<file path="config.mk">
export PLATFORM = sky130hd
export DESIGN_NAME = pmem_arbiter
export DESIGN_NICKNAME = d
export VERILOG_FILES = /design/src/rtl/pmem_arbiter.sv
export SDC_FILE = /design/constraint.sdc
export NUM_CORES = 1
export LEC_CHECK = 0
export BUFFER_PORTS_ARGS = -buffer_cell sky130_fd_sc_hd__buf_2
export CAP_MARGIN = 40
export CORE_AREA = 2 2 540 542
export CTS_CLUSTER_SIZE = 10
export DETAILED_ROUTE_END_ITERATION = 10
export DIE_AREA = 0 0 542 544
export MAX_ROUTING_LAYER = met4
export SLEW_MARGIN = 20
export SYNTH_ARGS = -nofsm -noshare
export SYNTH_HDL_FRONTEND = slang
export SYNTH_SLANG_ARGS = --single-unit
</file>
<file path="constraint.sdc">
create_clock -name clk -period 2.3 [get_ports clk]
set_input_delay 0.345 -clock clk [delete_from_list [all_inputs] [get_ports clk]]
set_output_delay 0.345 -clock clk [all_outputs]
set_load 0.005 [all_outputs]
</file>
<file path="src/rtl/pmem_arbiter.sv">
// pmem_arbiter: shares one 256-bit physical-memory port between the L1 I-cache and the L1 D-cache.
// Optional round-robin tie-break between the two caches: define PMEM_ARB_RR_EN.
module pmem_arbiter #(
    parameter int S_LINE = 256,
    parameter int S_ADDR = 32
) (
    input  logic              clk,
    input  logic              rst_n,
    input  logic              i_pmem_read,
    input  logic [S_ADDR-1:0] i_pmem_address,
    output logic [S_LINE-1:0] i_pmem_rdata,
    output logic              i_pmem_resp,
    input  logic              d_pmem_read,
    input  logic              d_pmem_write,
    input  logic [S_ADDR-1:0] d_pmem_address,
    input  logic [S_LINE-1:0] d_pmem_wdata,
    output logic [S_LINE-1:0] d_pmem_rdata,
    output logic              d_pmem_resp,
    output logic              pmem_read,
    output logic              pmem_write,
    output logic [S_ADDR-1:0] pmem_address,
    output logic [S_LINE-1:0] pmem_wdata,
    input  logic [S_LINE-1:0] pmem_rdata,
    input  logic              pmem_resp
);

    typedef enum logic [2:0] {
        ST_IDLE    = 3'd0,
        ST_GRANT_I = 3'd1,
        ST_GRANT_D = 3'd2,
        ST_RESP_I  = 3'd3,
        ST_RESP_D  = 3'd4
    } state_t;

    state_t              state_q, state_d;
    logic                req_read_q, req_read_d;
    logic                req_write_q, req_write_d;
    logic [S_ADDR-1:0]   req_addr_q, req_addr_d;
    logic [S_LINE-1:0]   req_wdata_q, req_wdata_d;
    logic [S_LINE-1:0]   line_buf_q, line_buf_d;
    logic                i_resp_q, i_resp_d;
    logic                d_resp_q, d_resp_d;
    logic                i_req_s, d_req_s;
    logic                grant_i_s, grant_d_s;
`ifdef PMEM_ARB_RR_EN
    logic                last_d_q, last_d_d;
`endif

    // Winner selection; only consulted while idle.
    always_comb begin
        i_req_s = i_pmem_read;
        d_req_s = d_pmem_read | d_pmem_write;
`ifdef PMEM_ARB_RR_EN
        grant_d_s = d_req_s & (~i_req_s | ~last_d_q);
`else
        grant_d_s = d_req_s;
`endif
        grant_i_s = i_req_s & ~grant_d_s;
    end

    // Next-state and next-register values for the transaction sequencer.
    always_comb begin
        state_d     = state_q;
        req_read_d  = req_read_q;
        req_write_d = req_write_q;
        req_addr_d  = req_addr_q;
        req_wdata_d = req_wdata_q;
        line_buf_d  = line_buf_q;
        i_resp_d    = 1'b0;
        d_resp_d    = 1'b0;
`ifdef PMEM_ARB_RR_EN
        last_d_d    = last_d_q;
`endif
        case (state_q)
            ST_IDLE: begin
                if (grant_d_s) begin
                    // Both D flags high is a write-back.
                    state_d     = ST_GRANT_D;
                    req_read_d  = ~d_pmem_write;
                    req_write_d = d_pmem_write;
                    req_addr_d  = d_pmem_address;
                    req_wdata_d = d_pmem_wdata;
`ifdef PMEM_ARB_RR_EN
                    last_d_d    = 1'b1;
`endif
                end else if (grant_i_s) begin
                    state_d     = ST_GRANT_I;
                    req_read_d  = 1'b1;
                    req_write_d = 1'b0;
                    req_addr_d  = i_pmem_address;
                    req_wdata_d = {S_LINE{1'b0}};
`ifdef PMEM_ARB_RR_EN
                    last_d_d    = 1'b0;
`endif
                end else begin
                    state_d = ST_IDLE;
                end
            end
            ST_GRANT_I: begin
                if (pmem_resp) begin
                    state_d     = ST_RESP_I;
                    line_buf_d  = pmem_rdata;
                    req_read_d  = 1'b0;
                    req_write_d = 1'b0;
                    i_resp_d    = 1'b1;
                end else begin
                    state_d = ST_GRANT_I;
                end
            end
            ST_GRANT_D: begin
                if (pmem_resp) begin
                    state_d     = ST_RESP_D;
                    line_buf_d  = pmem_rdata;
                    req_read_d  = 1'b0;
                    req_write_d = 1'b0;
                    d_resp_d    = 1'b1;
                end else begin
                    state_d = ST_GRANT_D;
                end
            end
            ST_RESP_I: begin
                state_d = ST_IDLE;
            end
            ST_RESP_D: begin
                state_d = ST_IDLE;
            end
            default: begin
                state_d     = ST_IDLE;
                req_read_d  = 1'b0;
                req_write_d = 1'b0;
            end
        endcase
    end

    // State and datapath registers; reset abandons any in-flight command.
    always_ff @(posedge clk or negedge rst_n) begin
        if (!rst_n) begin
            state_q     <= ST_IDLE;
            req_read_q  <= 1'b0;
            req_write_q <= 1'b0;
            req_addr_q  <= {S_ADDR{1'b0}};
            req_wdata_q <= {S_LINE{1'b0}};
            line_buf_q  <= {S_LINE{1'b0}};
            i_resp_q    <= 1'b0;
            d_resp_q    <= 1'b0;
`ifdef PMEM_ARB_RR_EN
            last_d_q    <= 1'b0;
`endif
        end else begin
            state_q     <= state_d;
            req_read_q  <= req_read_d;
            req_write_q <= req_write_d;
            req_addr_q  <= req_addr_d;
            req_wdata_q <= req_wdata_d;
            line_buf_q  <= line_buf_d;
            i_resp_q    <= i_resp_d;
            d_resp_q    <= d_resp_d;
`ifdef PMEM_ARB_RR_EN
            last_d_q    <= last_d_d;
`endif
        end
    end

    assign pmem_read    = req_read_q;
    assign pmem_write   = req_write_q;
    assign pmem_address = req_addr_q;
    assign pmem_wdata   = req_wdata_q;
    assign i_pmem_rdata = line_buf_q;
    assign d_pmem_rdata = line_buf_q;
    assign i_pmem_resp  = i_resp_q;
    assign d_pmem_resp  = d_resp_q;

endmodule

</file>
==> results.txt <==
The layout has 32400 filler cells. The relative slew slack was 50.2%; the layout overhead on the synthesized area was 82.6%. The number of cells after detailed placement is 6412, and the synthesized-area fraction occupied by ao, oa, aoi and oai cells is 10.4%. In this run the critical register-to-register path is launched from state_q[1].

After detailed placement, the total cell area comes to 0.0324 mm2. For this design the top-level I/O count stands at 1386. The post-detailed-route count of antenna-violating nets was 0; the routed length per placed instance was 29.4 um. The max-slew violation count is 0.

In the post-synthesis netlist, the biggest area contributors are dfrtp_1 (62%), mux2_2 (16%), a22o_1 (10%), buf_4 (9.5%), buf_2 (1.4%). The finished cells cover 0.0407 mm2. The logs give 39.8 ps for the post-layout worst setup margin and 1675 for the initial detailed-routing violation count. Setup repair after global routing left no endpoint under its margin. A synthesized cell averages 14.8 um2. The final route contains 21500 vias.

The first detailed-routing pass ran for 5 iterations. The die covers 0.295 mm2. Measured in cells, the most critical reg-to-reg path has a length of 5. The number of gates given a new drive strength after cts is 0, and the adder-cell share of the synthesized area is 0%.

The number of hold buffers added after CTS was 573. Worst flop-to-flop path endpoint: d_pmem_rdata[161]. The clock reaches the later pin of the worst-skew pair after 800 ps. The region available for standard cell placement spans 0.289 mm2. The synthesized netlist contains 22 unique library cells. Along the worst path, the maximum fanout reaches 21.

CTS placed an instance of clkbuf_16 at the clock tree root. Number of buffers created by CTS: 78. The portion of the post-synthesis area used by sequential elements came out at 61.9%.

The analysis attributes to cell leakage a power of 18.5 nW. Using the TritonRoute via totals, the vias-per-cell ratio works out to 2.98. Startpoint of the most critical setup path: d_pmem_write. The data arrival time of the critical path was 2900 ps; the fraction of synthesized cell area in xor and xnor cells was 0.0393%.

After legalization and detailed placement, the total HPWL measured 187000 um. The run gives 7224 as the number of standard cells in the layout, taps in and fillers out. The floorplan has 198 rows. The simple-gate area share of the yosys netlist came out at 0.444%. The class of the tightest hold or removal check was in2reg. The highest ir drop seen on vdd came out at 0.758 mV.

The synthesized cell area is 0.0223 mm2. Endpoint kind of the worst setup timing path: a flip-flop. The design draws 58.6 mW. Setup violations remaining at the end of the flow were counted as 0. The combinational family with the most area after synthesis was multiplexers. After layout, the minimum clock period comes to 2260 ps. For the maximum buffer depth of the clock tree, the log shows 4. In this run the vertical extent of the chip is 544 um. The category of the most critical setup path was in2reg. Once the floorplan was initialized, standard cells occupied 7.70% of the core. The Yosys step of the flow raised 0 warnings. The startpoint class of the critical path is a primary input. At the pin with the least slew margin, the transition time is 747 ps. Capture point of the worst path: pmem_address[13]. The ratio of cells with drive above 1 in the final layout works out to 57.0%. The final net count was 3847; the post-synthesis register bit count was 551. The number of global-route vias before repair is 22000. Overall die width: 542 um. The run gives 0 as the final hold violation count. Measured against the total synthesized area, the mux share comes to 16.2%.

The instance count of the mapped netlist is 1509, and the post-synth net total is 2091. The worst slack after detailed placement was 264 ps; the post-route fraction of the period consumed by the critical path was 98.3%. Number of clock sinks seen by CTS: 551. For the final worst clock skew, the log shows 52.2 ps. Max-cap violations in this run came to 0. The cell area power density is 1440 mW/mm2. Summed over all layers, the routed wires come to 213000 um. Cells fill 14.1% of the core in the end. In this run the number of H-tree levels came out at 3. The logs give 191 for the number of antenna violations at the first check in global routing and 0 for the number of post-CTS setup repair buffers. The minimum setup slack among reg-to-reg paths is 240 ps, and the register clock-pin slew on the reported worst setup and hold paths is 60 ps.

In the routed design, unresolved DRC markers number 0. The congestion estimate from routability-driven global placement came to 1.05. Static timing analysis puts the maximum clock frequency at 0.442 GHz. The area share of the largest cell type after synthesis is 61.9%.

The logs give 87.4 ps for the tightest hold margin and 259000 um for the global-route wire length before repair. The run gives 2940 ps as the critical path data required time. The pin count of the biggest net entering global routing is 71. TritonCTS built the clock tree. For this run the aggregate overflow at the end of global routing stands at 0.

Input and output buffers added on the ports amount to 1385. Across every metal layer, demand over resource in global routing totals 14.2%. The total negative setup slack was 0 ps. The dominant cell type by area after synthesis is dfrtp_1. The flow ran to the end, and the final reports show no timing, DRC or antenna violations.
==> Yosys cell counts (all sizes together) <==
library cell,number
dfrtp,551
buf,343
mux2,320
a22o,256
clkbuf,8
inv,4
nor3,4
a21oi,3
nand2,3
o211ai,3
a211o,2
nand3,2
nor2,2
nor4bb,2
nand2b,1
nor2b,1
nor3b,1
o21ai,1
o21bai,1
xnor2,1
==> worst min path at each step <==
stage                            from               to  slack (ps)  cells after the start
finish              i_pmem_address[2]  pmem_address[2]          90                      3
global route        i_pmem_address[0]  pmem_address[0]          40                      3
CTS                       d_pmem_read        pmem_read          30                      4
detailed placement              rst_n  pmem_wdata[222]         400                      1
global placement                rst_n  pmem_wdata[222]         400                      1
floorplan                       rst_n  d_pmem_rdata[0]          50                      0
==> final cells by class <==
| cell class | instances | area [um2] | area share (%) |
|---|---|---|---|
| antenna | 125 | 313 | 0.769 |
| clock buffer | 96 | 2090 | 5.14 |
| clock inverter | 18 | 164 | 0.403 |
| inverter | 4 | 15.0 | 0.0369 |
| multi-input combinational | 603 | 6050 | 14.9 |
| sequential | 551 | 13800 | 33.9 |
| tap | 3800 | 4750 | 11.7 |
| timing repair buffer | 2027 | 13500 | 33.2 |
==> report_power, final <==
part / internal, mW / total, mW / switching, mW / leakage (nW)
clock network: 6.48 / 11.3 / 4.83 / 1.10
logic: 11.4 / 28.7 / 17.3 / 10.7
registers: 14.5 / 18.6 / 4.10 / 6.67
total: 32.4 / 58.6 / 26.2 / 18.5
==> cells in the final DEF, fill, tap and decap left out, drive strengths merged <==
cell type    synthesis  routed
clkbuf               8      96
a21oi                3       3
buf                343    1454
a22o               256     256
dlygate4sd3          0     573
clkinvlp             0       3
o21ai                1       1
diode                0     125
nor2                 2       2
o211ai               3       3
clkinv               0       8
nor3b                1       1
bufinv               0       1
nand3                2       2
nor2b                1       1
xnor2                1       1
nor3                 4       4
mux2               320     320
nand2                3       3
nor4bb               2       2
dfrtp              551     551
nand2b               1       1
o21bai               1       1
inv                  4      10
a211o                2       2
==> flip-flops by register name, summed over array words and instances (netlist names) <==
| register | cells |
|---|---|
| d_pmem_rdata | 256 |
| d_pmem_resp | 1 |
| i_pmem_resp | 1 |
| pmem_address | 32 |
| pmem_read | 1 |
| pmem_wdata | 256 |
| pmem_write | 1 |
| state_q | 3 |
==> critical path, cell delays in order <==
cell           delay (ps)
dlygate4sd3_1         570
buf_2                 170
nor2_4                110
buf_4                 350
mux2_2                420
dlygate4sd3_1         630
mux2_2                290
==> layer usage <==
| metal | global-route usage, % | wire length, um | share of wire, % | vias to the layer above |
|---|---|---|---|---|
| li1 | - | - | - | 8904 |
| met1 | 13.9 | 73500 | 35 | 10600 |
| met2 | 19.9 | 86300 | 41 | 1639 |
| met3 | 12.1 | 42300 | 20 | 427 |
| met4 | 5.90 | 10600 | 5.0 | 0 |
| met5 | - | 0 | 0 | - |
==> cell families (layout without fill, tap and decap cells) <==
group | after synthesis | after routing
xor+xnor | 1 | 1
flops | 551 | 551
simple gates | 16 | 16
mux | 320 | 320
buf+inv | 355 | 2145
compound gates | 266 | 266
other cells | 0 | 125
Power figures use the tool's default switching activity.
